**src/rtl/fds_ss_engine_pkg.sv**
```systemverilog
// Shared types and constants for the FDS-sound save-state engine.
package fds_ss_engine_pkg;

    localparam int unsigned ADDR_W = 8;
    localparam int unsigned DATA_W = 8;
    localparam int unsigned TMR_W  = 4;

    localparam int unsigned DEF_FIRST_ADDR = 16;
    localparam int unsigned DEF_LAST_ADDR  = 123;

    typedef enum logic [2:0] {
        ST_IDLE,
        ST_SETTLE,
        ST_SAMPLE,
        ST_PUSH,
        ST_PULL,
        ST_WRITE,
        ST_NEXT
    } state_e;

endpackage

```
**src/rtl/fds_ss_timer.sv**
```systemverilog
// Small load/decrement counter with a zero flag; paces address settling
// and write-strobe width.
//   clk, rst_n : clock, async active-low reset
//   load       : load count with load_val (wins over dec)
//   load_val   : value to load
//   dec        : decrement by one, saturating at zero
//   zero_c     : combinational, count == 0
module fds_ss_timer
    import fds_ss_engine_pkg::*;
(
    input  logic             clk,
    input  logic             rst_n,
    input  logic             load,
    input  logic [TMR_W-1:0] load_val,
    input  logic             dec,
    output logic             zero_c
);

    logic [TMR_W-1:0] count;

    // Counter register
    always_ff @(posedge clk or negedge rst_n) begin
        if (!rst_n) begin
            count <= '0;
        end else if (load) begin
            count <= load_val;
        end else if (dec && (count != '0)) begin
            count <= count - TMR_W'(1);
        end
    end

    assign zero_c = (count == '0);

endmodule

```
**src/rtl/fds_ss_engine.sv**
```systemverilog
// Save-state initiator for the FDS sound block. Walks slots FIRST_ADDR..
// LAST_ADDR and either dumps each slot to the tx stream (mode 0) or writes
// each rx stream byte into the slots (mode 1). Holds ss_act for the whole
// transfer so the sound block's register logic stays frozen.
//   start/mode/abort          : control from the host-side controller
//   busy/done                 : status (done is a one-clock pulse)
//   ss_act/ss_we/ss_addr/
//   ss_wdat/ss_rdat           : sound block save-state port
//   tx_dat/tx_valid/tx_ready  : save byte stream out
//   rx_dat/rx_valid/rx_ready  : load byte stream in (rx_ready follows state)
module fds_ss_engine
    import fds_ss_engine_pkg::*;
#(
    parameter int unsigned FIRST_ADDR = DEF_FIRST_ADDR,
    parameter int unsigned LAST_ADDR  = DEF_LAST_ADDR,
    parameter int unsigned SETTLE     = 2,
    parameter int unsigned WE_HOLD    = 4
) (
    input  logic              clk,
    input  logic              rst_n,
    input  logic              start,
    input  logic              mode,
    input  logic              abort,
    output logic              busy,
    output logic              done,
    output logic              ss_act,
    output logic              ss_we,
    output logic [ADDR_W-1:0] ss_addr,
    output logic [DATA_W-1:0] ss_wdat,
    input  logic [DATA_W-1:0] ss_rdat,
    output logic [DATA_W-1:0] tx_dat,
    output logic              tx_valid,
    input  logic              tx_ready,
    input  logic [DATA_W-1:0] rx_dat,
    input  logic              rx_valid,
    output logic              rx_ready
);

    // Timer counts down to zero inclusive, so load one less than the hold length
    localparam logic [TMR_W-1:0]  SETTLE_LD = TMR_W'(SETTLE - 1);
    localparam logic [TMR_W-1:0]  WE_LD     = TMR_W'(WE_HOLD - 1);
    localparam logic [ADDR_W-1:0] ADDR_LO   = ADDR_W'(FIRST_ADDR);
    localparam logic [ADDR_W-1:0] ADDR_HI   = ADDR_W'(LAST_ADDR);

    state_e            state, state_d;
    logic              mode_q, mode_d;
    logic              busy_d, done_d, ss_act_d, ss_we_d, tx_valid_d;
    logic [ADDR_W-1:0] ss_addr_d;
    logic [DATA_W-1:0] ss_wdat_d, tx_dat_d;
    logic              tmr_load_c, tmr_dec_c, tmr_zero_c;
    logic [TMR_W-1:0]  tmr_val_c;

    fds_ss_timer u_timer (
        .clk      (clk),
        .rst_n    (rst_n),
        .load     (tmr_load_c),
        .load_val (tmr_val_c),
        .dec      (tmr_dec_c),
        .zero_c   (tmr_zero_c)
    );

    // Ready to accept a load byte exactly while waiting in PULL
    assign rx_ready = (state == ST_PULL);

    // State and registered outputs
    always_ff @(posedge clk or negedge rst_n) begin
        if (!rst_n) begin
            state    <= ST_IDLE;
            mode_q   <= 1'b0;
            busy     <= 1'b0;
            done     <= 1'b0;
            ss_act   <= 1'b0;
            ss_we    <= 1'b0;
            ss_addr  <= ADDR_LO;
            ss_wdat  <= '0;
            tx_dat   <= '0;
            tx_valid <= 1'b0;
        end else begin
            state    <= state_d;
            mode_q   <= mode_d;
            busy     <= busy_d;
            done     <= done_d;
            ss_act   <= ss_act_d;
            ss_we    <= ss_we_d;
            ss_addr  <= ss_addr_d;
            ss_wdat  <= ss_wdat_d;
            tx_dat   <= tx_dat_d;
            tx_valid <= tx_valid_d;
        end
    end

    // Next-state and next-output logic; abort overrides everything
    always_comb begin
        state_d    = state;
        mode_d     = mode_q;
        busy_d     = busy;
        done_d     = 1'b0;
        ss_act_d   = ss_act;
        ss_we_d    = ss_we;
        ss_addr_d  = ss_addr;
        ss_wdat_d  = ss_wdat;
        tx_dat_d   = tx_dat;
        tx_valid_d = tx_valid;
        tmr_load_c = 1'b0;
        tmr_val_c  = '0;
        tmr_dec_c  = 1'b0;

        if (abort) begin
            state_d    = ST_IDLE;
            busy_d     = 1'b0;
            ss_act_d   = 1'b0;
            ss_we_d    = 1'b0;
            tx_valid_d = 1'b0;
        end else begin
            case (state)
                ST_IDLE: begin
                    if (start) begin
                        mode_d    = mode;
                        ss_addr_d = ADDR_LO;
                        ss_act_d  = 1'b1;
                        busy_d    = 1'b1;
                        if (mode) begin
                            state_d = ST_PULL;
                        end else begin
                            state_d    = ST_SETTLE;
                            tmr_load_c = 1'b1;
                            tmr_val_c  = SETTLE_LD;
                        end
                    end
                end
                ST_SETTLE: begin
                    if (tmr_zero_c) state_d = ST_SAMPLE;
                    else            tmr_dec_c = 1'b1;
                end
                ST_SAMPLE: begin
                    tx_dat_d   = ss_rdat;
                    tx_valid_d = 1'b1;
                    state_d    = ST_PUSH;
                end
                ST_PUSH: begin
                    if (tx_ready) begin
                        tx_valid_d = 1'b0;
                        state_d    = ST_NEXT;
                    end
                end
                ST_PULL: begin
                    if (rx_valid) begin
                        ss_wdat_d  = rx_dat;
                        ss_we_d    = 1'b1;
                        tmr_load_c = 1'b1;
                        tmr_val_c  = WE_LD;
                        state_d    = ST_WRITE;
                    end
                end
                ST_WRITE: begin
                    // NEXT follows, keeping addr/data stable one clock past the strobe
                    if (tmr_zero_c) begin
                        ss_we_d = 1'b0;
                        state_d = ST_NEXT;
                    end else begin
                        tmr_dec_c = 1'b1;
                    end
                end
                ST_NEXT: begin
                    if (ss_addr == ADDR_HI) begin
                        done_d    = 1'b1;
                        busy_d    = 1'b0;
                        ss_act_d  = 1'b0;
                        ss_addr_d = ADDR_LO;
                        state_d   = ST_IDLE;
                    end else begin
                        ss_addr_d = ss_addr + ADDR_W'(1);
                        if (mode_q) begin
                            state_d = ST_PULL;
                        end else begin
                            state_d    = ST_SETTLE;
                            tmr_load_c = 1'b1;
                            tmr_val_c  = SETTLE_LD;
                        end
                    end
                end
                default: begin
                    state_d = ST_IDLE;
                end
            endcase
        end
    end

endmodule

```
**config.mk**
```make
export PLATFORM = sky130hd
export DESIGN_NAME = fds_ss_engine
export DESIGN_NICKNAME = d
export VERILOG_FILES = /design/src/rtl/fds_ss_engine_pkg.sv /design/src/rtl/fds_ss_timer.sv /design/src/rtl/fds_ss_engine.sv
export SDC_FILE = /design/constraint.sdc
export NUM_CORES = 1
export LEC_CHECK = 0
export BUFFER_PORTS_ARGS = -buffer_cell sky130_fd_sc_hd__buf_2
export CAP_MARGIN = 20
export CORE_AREA = 2 2 68 70
export DETAILED_ROUTE_END_ITERATION = 6
export DIE_AREA = 0 0 70 72
export PLACE_DENSITY = 0.69
export SETUP_SLACK_MARGIN = 0.4
export SLEW_MARGIN = 20
export SYNTH_ARGS = -nofsm -noshare
export SYNTH_HDL_FRONTEND = slang
export SYNTH_HIERARCHICAL = 1
export SYNTH_SLANG_ARGS = --single-unit
```
**constraint.sdc**
```tcl
create_clock -name clk -period 3.4 [get_ports clk]
set_clock_uncertainty 0.2 [all_clocks]
set_input_delay 0.51 -clock clk [delete_from_list [all_inputs] [get_ports clk]]
set_output_delay 0.51 -clock clk [all_outputs]
set_load 0.005 [all_outputs]
```
==> reports/results.txt, run 1 <==
The count of buffers added on input and output ports is 52. The instance area after placement is 2170 sq um. Relative max-transition margin: 47.7%. The floorplan step defined a core boundary enclosing 4260 sq um. CTS clock-pin slew for the worst setup and hold paths: 0.07 ns.

On the worst path, the slowest cell contributes a delay of 0.55 ns. The tools report the static leakage as 1.07 nW. For the pin with the worst max-slew slack, the measured transition is 0.785 ns. Library cell with the largest summed area after synthesis: dfrtp_1. The run gives 24 as the number of placement rows.

The total non-filler cell area in the finished layout came out at 2260 sq um. The number of pins with negative max-slew slack in the final report is 0, and the clock period minus final worst setup slack is 2.61 ns. The logs give 2 for the number of buffers on the longest clock path and 0 for the post-cts gate resize count. The number of setup violations in the final report came out at 0. CTS placed an instance of clkbuf_8 at the clock tree root.

The run finished with clean final reports. After routing, the total negative slack on setup checks comes to 0 ns. Horizontal die dimension: 70 um.

From synthesis to final layout, the design area changed by 20.0%. The detailed-route vias per instance is 5.26, and the iteration-0 DRC count of the detailed router is 54. The overall die area was 5040 sq um; the number of standard cells after synthesis was 171.

During synthesis, Yosys emitted a total of 6 warnings. After synthesis the netlist holds a flip-flop and latch count of 36. The CTS buffer count is 5, and the proportion of layout cells with a drive suffix above 1 is 38.5%. For the worst-skew pair, the clock arrives at the later sink with an insertion delay of 0.29 ns. The number of diodes is 0. After detailed routing, the number of remaining DRC violations is 0. After clock tree synthesis, the flow added hold-fix buffers numbering 0. The run gives 0.460 mV as the worst vdd rail ir drop. Power spread over the standard cell area amounts to 731 nW/um^2. The fraction of registers with async set/reset is 100%, and the via count of the first global-routing pass is 1365. The fraction of the cycle the final worst path needs is 76.7%. The worst setup path is captured at a flop. The run gives 2.62 ns as the signal arrival time at the worst endpoint. In the final routed layout, each cell accounts on average for 13.6 um.

The worst setup path category was reg -> reg. Among all flip-flop cells after synthesis, the most frequent one is dfrtp_1. The logs give 44.1% for the initial standard-cell utilization of the core and 3790 um for the final wirelength. For this design, the slowest cell found on the critical path is or4_1. For this run, the top clock speed supported by timing is 384 MHz. At the worst endpoint, the required time is 3.42 ns.

The run gives 0 as the final number of hold-violating endpoints. The run gives 0.0959 ns as the final worst hold slack. The sum of buffers and inverters on the critical path came out at 1. Summed over all nets, the half-perimeter wirelength after detailed placement is 2740 um. TritonCTS built the clock tree. The total overflow left after global routing is 0. The cell area after synthesis was 1880 sq um. Setup repair after global routing left no endpoint under its margin. The cell family with the largest share of critical-path delay was compound AO/OA/AOI/OAI gates. The highest net fanout along the worst path was 11. After synthesis, the cell types taking the most area are dfrtp_1 47%, mux2_2 10%, nand2_1 3.0%.

STA classifies the critical path startpoint as a flop. For the post-route antenna net violation count, the log shows 0. The run gives 53 as the number of primary I/O pins. The length of the first detailed-routing pass in iterations was 4. For the first-pass GRT wire length, the log shows 6330 um. Sequential cells account for 44.3% of the total power. The count of H-tree levels built during CTS is 2, and the buffers inserted during post-CTS setup optimization is 0. The tools report the switching power total as 579 uW. The area share of the largest cell type after synthesis was 46.6%. Per report_power, the clock group accounts for 17.4% of the total. The mean cell area of the mapped netlist is 11.0 sq um, and the internal power of the cells is 1.07 mW. The number of antenna violations at the first check in global routing was 0. The clock net in this run drives a total of 36 sinks. The tools report the count of unique library cells instantiated by Yosys as 53.

The congestion estimate from routability-driven global placement came to 0.790. The top cell types in the final layout, fill and taps aside, are 52 x buf_2, 35 x dfrtp_1, 17 x mux2_2, 15 x nand2_1. Across the run, the number of max-cap violations was 0. The switching part of the total power is 35.1%, and the number of enable flip-flop cells after synthesis is 0. The library cell used most frequently in the layout, excluding fill and tap cells, is buf_2. Class of the worst hold path: in -> async. The signal on the critical path passes through ha_1 -> nand4b_1 -> o31ai_4 -> o22a_1 -> a2111oi_2 -> buf_4 -> or4_1 -> o211ai_2. The largest net degree at the start of global routing was 37; the count of vias placed by the detailed router was 1462. The die extent in y was 72 um; the global-route total usage across every layer was 16.0%. In this run, the combinational gates consume 38.3% of the power. Sequential cells were found to cover 48.0% of the synthesized design area. In the final design database the tool counted 250 nets.
metal layers:
metal / wire length (um) / GRT usage (%)
met5: 0 / 0
met3: 264 / 4.72
met4: 74 / 7.69
met1: 1760 / 20.2
met2: 1690 / 25.3
synthesized netlist by cell type, types with 3 or more instances:
cell / number
dfrtp_1: 35
mux2_2: 17
nand2_1: 15
inv_1: 8
nor2_1: 8
o21ai_0: 7
a21oi_1: 6
nor3_1: 5
a22o_1: 4
and3_1: 4
buf_2: 3
nand3_1: 3
nor2b_1: 3
nor3b_1: 3
o31ai_1: 3
flip-flops by register name (all words and copies together) (netlist names), 3 cells and up:
signal	cells
ss_addr	8
ss_wdat	8
tx_dat	8
u_timer/count	4
state	3
path summary, 6_finish.rpt:
check / start / endpoint / slack (ns) / depth (start not counted)
max in group asynchronous: rst_n / ss_addr[7]$_DFFE_PN0P_ / 2.40 / 1
max reg2reg: ss_addr[0]$_DFFE_PN0P_ / u_timer/count[1]$_DFFE_PN0P_ / 0.79 / 8
min in group clk: rx_dat[5] / ss_wdat[5]$_DFFE_PN0P_ / 0.25 / 2
max: ss_addr[0]$_DFFE_PN0P_ / u_timer/count[1]$_DFFE_PN0P_ / 0.79 / 8
min reg2reg: tx_dat[2]$_DFFE_PN0P_ / tx_dat[2]$_DFFE_PN0P_ / 0.30 / 1
min: rst_n / ss_addr[2]$_DFFE_PN0P_ / 0.1 / 1
area by class of cell:
type                    instances  area, sq um
clock buffers                   7         76.3
clock inverters                 1         5.00
fillers                       391         2010
inverters                       8         30.0
multi-input cells             121          910
flip-flops and latches         36          902
well taps                      52         65.1
repair buffers                 53          268
power groups by stage:
| stage | clock [mW] | combinational (mW) | sequential, mW |
|---|---|---|---|
| finish | 0.287 | 0.631 | 0.730 |
| global route | 0.316 | 0.706 | 0.760 |
| global placement | 0 | 0.630 | 0.731 |
| CTS | 0.302 | 0.639 | 0.729 |
| detailed placement | 0 | 0.638 | 0.733 |
| floorplan | 0 | 0.467 | 0.693 |
metrics by stage:
step	utilization (%)	total power, mW	setup WS (ns)	cells
6_report	52.9	1.65	0.793	278
5_1_grt	52.9	1.78	0.676	278
4_1_cts	52.9	1.67	0.799	278
3_5_place_dp	51.0	1.37	0.822	270
3_3_place_gp	51.0	1.36	0.887	270
2_1_floorplan	-	1.16	1.02	172
kinds of logic after synthesis:
logic type	share of synthesized area [%]
AND/OR/NAND/NOR	19.4
AO/OA/AOI/OAI	16.0
flip-flops	48.0
multiplexers	11.3
buffers and inverters	3.80
adder cells (fa/ha/maj)	1.33
other	0.200
No activity file was read; power rests on OpenSTA's default activity.
==> run 2, diff against run 1 <==
--- a/config.mk
+++ b/config.mk
@@ -10,7 +10,7 @@
 export CORE_AREA = 2 2 68 70
 export DETAILED_ROUTE_END_ITERATION = 6
 export DIE_AREA = 0 0 70 72
-export PLACE_DENSITY = 0.69
+export PLACE_DENSITY = 0.72
 export SETUP_SLACK_MARGIN = 0.4
 export SLEW_MARGIN = 20
 export SYNTH_ARGS = -nofsm -noshare
==> constraint.sdc (replaced) <==
create_clock -name clk -period 2.2 [get_ports clk]
set_clock_uncertainty 0.2 [all_clocks]
set_input_delay 0.33 -clock clk [delete_from_list [all_inputs] [get_ports clk]]
set_output_delay 0.33 -clock clk [all_outputs]
set_load 0.005 [all_outputs]
==> run 2 against run 1 <==
Largest power group is now combinational cells. Critical path depth is the same. Global-route usage rose by 4.3 points. Largest cell class unchanged. The run now ends with negative setup slack left. Non-clock buffer count increased by 50. Critical path type unchanged. Power grew 100%.
==> reports/results.txt, run 2 (same netlist as run 1, synthesis figures left out) <==
The flow ran to the end, but the final reports show violations. The checks that failed: negative setup slack. The routability congestion estimate from global placement was 0.794 (+0.51%); the number of diodes was 0 (unchanged). For the count of H-tree levels built during CTS, the log shows 2 (unchanged).

Leaving out fill and tap cells, the most frequent cells in the layout are 51 x buf_2, 38 x buf_4, 35 x dfrtp_1, 15 x nand2_1, 12 x buf_6. The minimum setup slack among reg-to-reg paths was -0.19 ns (-0.98 ns); the final worst-path setup slack was -0.188 ns (-0.981 ns). The overall die area is 5040 sq um (unchanged).

The tools report the endpoint with the worst hold slack as ss_wdat[0]$_DFFE_PN0P_. The run gives 0 (unchanged) as the aggregate global routing overflow. Number of placement rows: 24 (unchanged). The static leakage is 1.38 nW (+29%).

The master cell of the clock root buffer is clkbuf_8. The clock network power share was 14.9% (-2.5 points); the horizontal die dimension was 70 um (unchanged). The clock net sink count is 36 (unchanged). The run gives 0.29 ns (about the same) as the clock latency of the later-clocked register in the worst-skew pair.

The proportion of power drawn by flip-flops and latches is 31.8% (-12 points). In this run the top signal layer used is met4. Highest net fanout along the worst path: 6 (-5). The worst hold path begins at rx_dat[0].

Per-cell routed wire length: 15.6 um (+14%). TritonCTS built the clock tree. The CTS clock-pin slew for the worst setup and hold paths is 0.08 ns (about the same), and the met2 wirelength from detailed routing is 2630 um (+56%). The die extent in y came out at 72 um (unchanged). The wire length on met3 is 281 um (+6.4%). Number of buffers on the longest clock path: 2 (unchanged).

Data required time of the critical path: 2.21 ns (-1.21 ns). The worst reg-to-reg path cell count works out to 8 (unchanged). The number of pins with negative max-slew slack in the final report was 0 (unchanged); the length of the first detailed-routing pass in iterations was 4 (unchanged).

For the initial standard-cell utilization of the core, the log shows 44.1% (unchanged). The worst setup path is captured at a flop. The library cell used most frequently in the layout, excluding fill and tap cells, is buf_2. The combinational fraction of design power is 53.3% (+15 points). On the critical path, the stage with the largest delay is an instance of or4_4. The run gives 0 (unchanged) as the post-route antenna net violation count. The worst register-to-register path ends at u_timer/count[1]$_DFFE_PN0P_. The count of vias placed by the detailed router is 1811 (+24%), and the signal arrival time at the worst endpoint is 2.40 ns (-0.22 ns). The detailed-placement wirelength estimate is 3020 um (+10%). The run gives 4 (+4) as the number of setup violations in the final report. Cell family with the largest share of critical-path delay: simple AND/OR/NAND/NOR gates. Switching part of the total power: 34.4% (-0.75 points). The iteration-0 DRC count of the detailed router came out at 152 (+180%).

For the first-pass GRT wire length, the log shows 8050 um (+27%). In the final layout, the registers with the most flip-flops are ss_addr (8), ss_wdat (8), tx_dat (8). The tools report the area of the placeable core as 4260 sq um (unchanged).

Clock period minus final worst setup slack: 2.39 ns (-0.219 ns). For the post-layout net count, the log shows 300 (+20%). The count of cells along the worst hold path was 2; the maximum clock frequency was 419 MHz (+9.2%). The tools report the CTS buffer count as 5 (unchanged). The logs give 2.19 mW (+100%) for the internal power of the cells and 37 (unchanged) for the largest net degree at the start of global routing.

The via count of the first global-routing pass is 1777 (+30%). Traced cell by cell, the critical path runs through ha_2 -> nand4b_1 -> o31ai_4 -> o22a_1 -> a2111oi_4 -> buf_4 -> or4_4 -> o211ai_2. The wire length the detailed router placed on met1 was 2060 um (+17%). The logs give 1.15 mW (+98%) for the switching power total and 53 (unchanged) for the number of primary I/O pins. Setup repair after global routing could not meet its margin everywhere.

The tools report the startpoint of the lowest-slack register-to-register path as ss_addr[1]$_DFFE_PN0P_. The delay of the slowest cell on the worst path is 0.53 ns (-0.02 ns). The fraction of the cycle the final worst path needs was 109% (+32 points).

The sum of buffers and inverters on the critical path was 1 (unchanged); the layout overhead on the synthesized area was 51.6%. The number of DRC violations after detailed routing was 0 (unchanged); the worst vdd rail ir drop was 0.588 mV (+28%). The detailed-route vias per instance was 5.52 (+5.0%); the number of antenna violations at the first check in global routing was 0 (unchanged). The number of buffers inserted by port buffering was 52 (unchanged). The run gives 66.8% (+14 points) as the post-layout utilization of the core. The final wirelength was 5100 um (+35%); the worst setup timing slack at the placement stage was -0.115 ns (-0.936 ns).

The worst setup path category was reg -> reg. The instance area after placement is 2370 sq um (+8.9%). The worst setup path is launched from a flop. The ratio of total power to cell area is 1170 nW/um^2 (+60%). The global-route total usage across every layer was 20.2% (+4.3 points); the proportion of layout cells with a drive suffix above 1 was 55.8% (+17 points). The total non-filler cell area in the finished layout was 2850 sq um (+26%).

The logs give 0 (unchanged) for the final number of hold-violating endpoints and 0 (unchanged) for the max-cap violation count. The path class of the tightest hold or removal check is in -> reg.
run 2: cell count changes in the layout (fill, tap and decap cells not counted), sizes merged:
| cell | change |
|---|---|
| dlygate4sd3 | +1 |
| clkinv | -1 |
| clkinvlp | +1 |
| buf | +49 |
run 2: worst max-delay path by stage:
stage / cells after the start / start / slack [ns] / endpoint
final: 8 / ss_addr[1]$_DFFE_PN0P_ / -0.19 / u_timer/count[1]$_DFFE_PN0P_
after detailed placement: 8 / ss_addr[0]$_DFFE_PN0P_ / -0.11 / u_timer/count[0]$_DFFE_PN0P_
after CTS: 7 / ss_addr[4]$_DFFE_PN1P_ / -0.04 / u_timer/count[1]$_DFFE_PN0P_
after floorplan: 8 / ss_addr[0]$_DFFE_PN0P_ / -0.18 / u_timer/count[1]$_DFFE_PN0P_
after global routing: 8 / ss_addr[1]$_DFFE_PN0P_ / -0.26 / u_timer/count[1]$_DFFE_PN0P_
after global placement: 8 / ss_addr[0]$_DFFE_PN0P_ / -0.06 / u_timer/count[0]$_DFFE_PN0P_
run 2: power groups by stage:
stage | combinational [mW] | clock [mW] | sequential (mW)
after floorplan | 0.734 | 0 | 1.08
after global placement | 1.24 | 0 | 1.05
after detailed placement | 1.26 | 0 | 1.06
after CTS | 1.58 | 0.510 | 1.06
after global routing | 1.93 | 0.539 | 1.10
final | 1.78 | 0.498 | 1.06
run 2: area by class of cell:
class                   instances  area, sq um
fillers                       317         1420
multi-input cells             121         1050
flip-flops and latches         36          902
repair buffers                103          706
clock buffers                   7         86.3
well taps                      52         65.1
inverters                       8         30.0
clock inverters                 1         7.51
run 2: through the flow:
step / cells / hold slack [ns] / total power, mW / setup TNS (ns)
3_3_place_gp: 295 / 0.197 / 2.29 / -0.107
4_1_cts: 317 / 0.0609 / 3.14 / -0.0434
2_1_floorplan: 172 / -0.166 / 1.81 / -0.478
3_5_place_dp: 295 / 0.204 / 2.32 / -0.213
6_report: 328 / 0.0690 / 3.34 / -0.451
5_1_grt: 328 / 0.0645 / 3.56 / -0.734
run 2: routing by layer:
metal / global-route usage [%] / vias to the layer above
li1: - / 837
met1: 24.4 / 882
met2: 34.0 / 77
met3: 4.72 / 15
met4: 10.9 / 0
met5: 0 / -
run 2: repair_timing:
action | CTS | global route
gates resized for setup | 35 | 13
endpoints found under the setup margin | 29 | 33
pin swaps | 11 | 9
hold buffers | 1 | 0
endpoints found under the hold margin | 35 | 0
setup buffers | 13 | 11
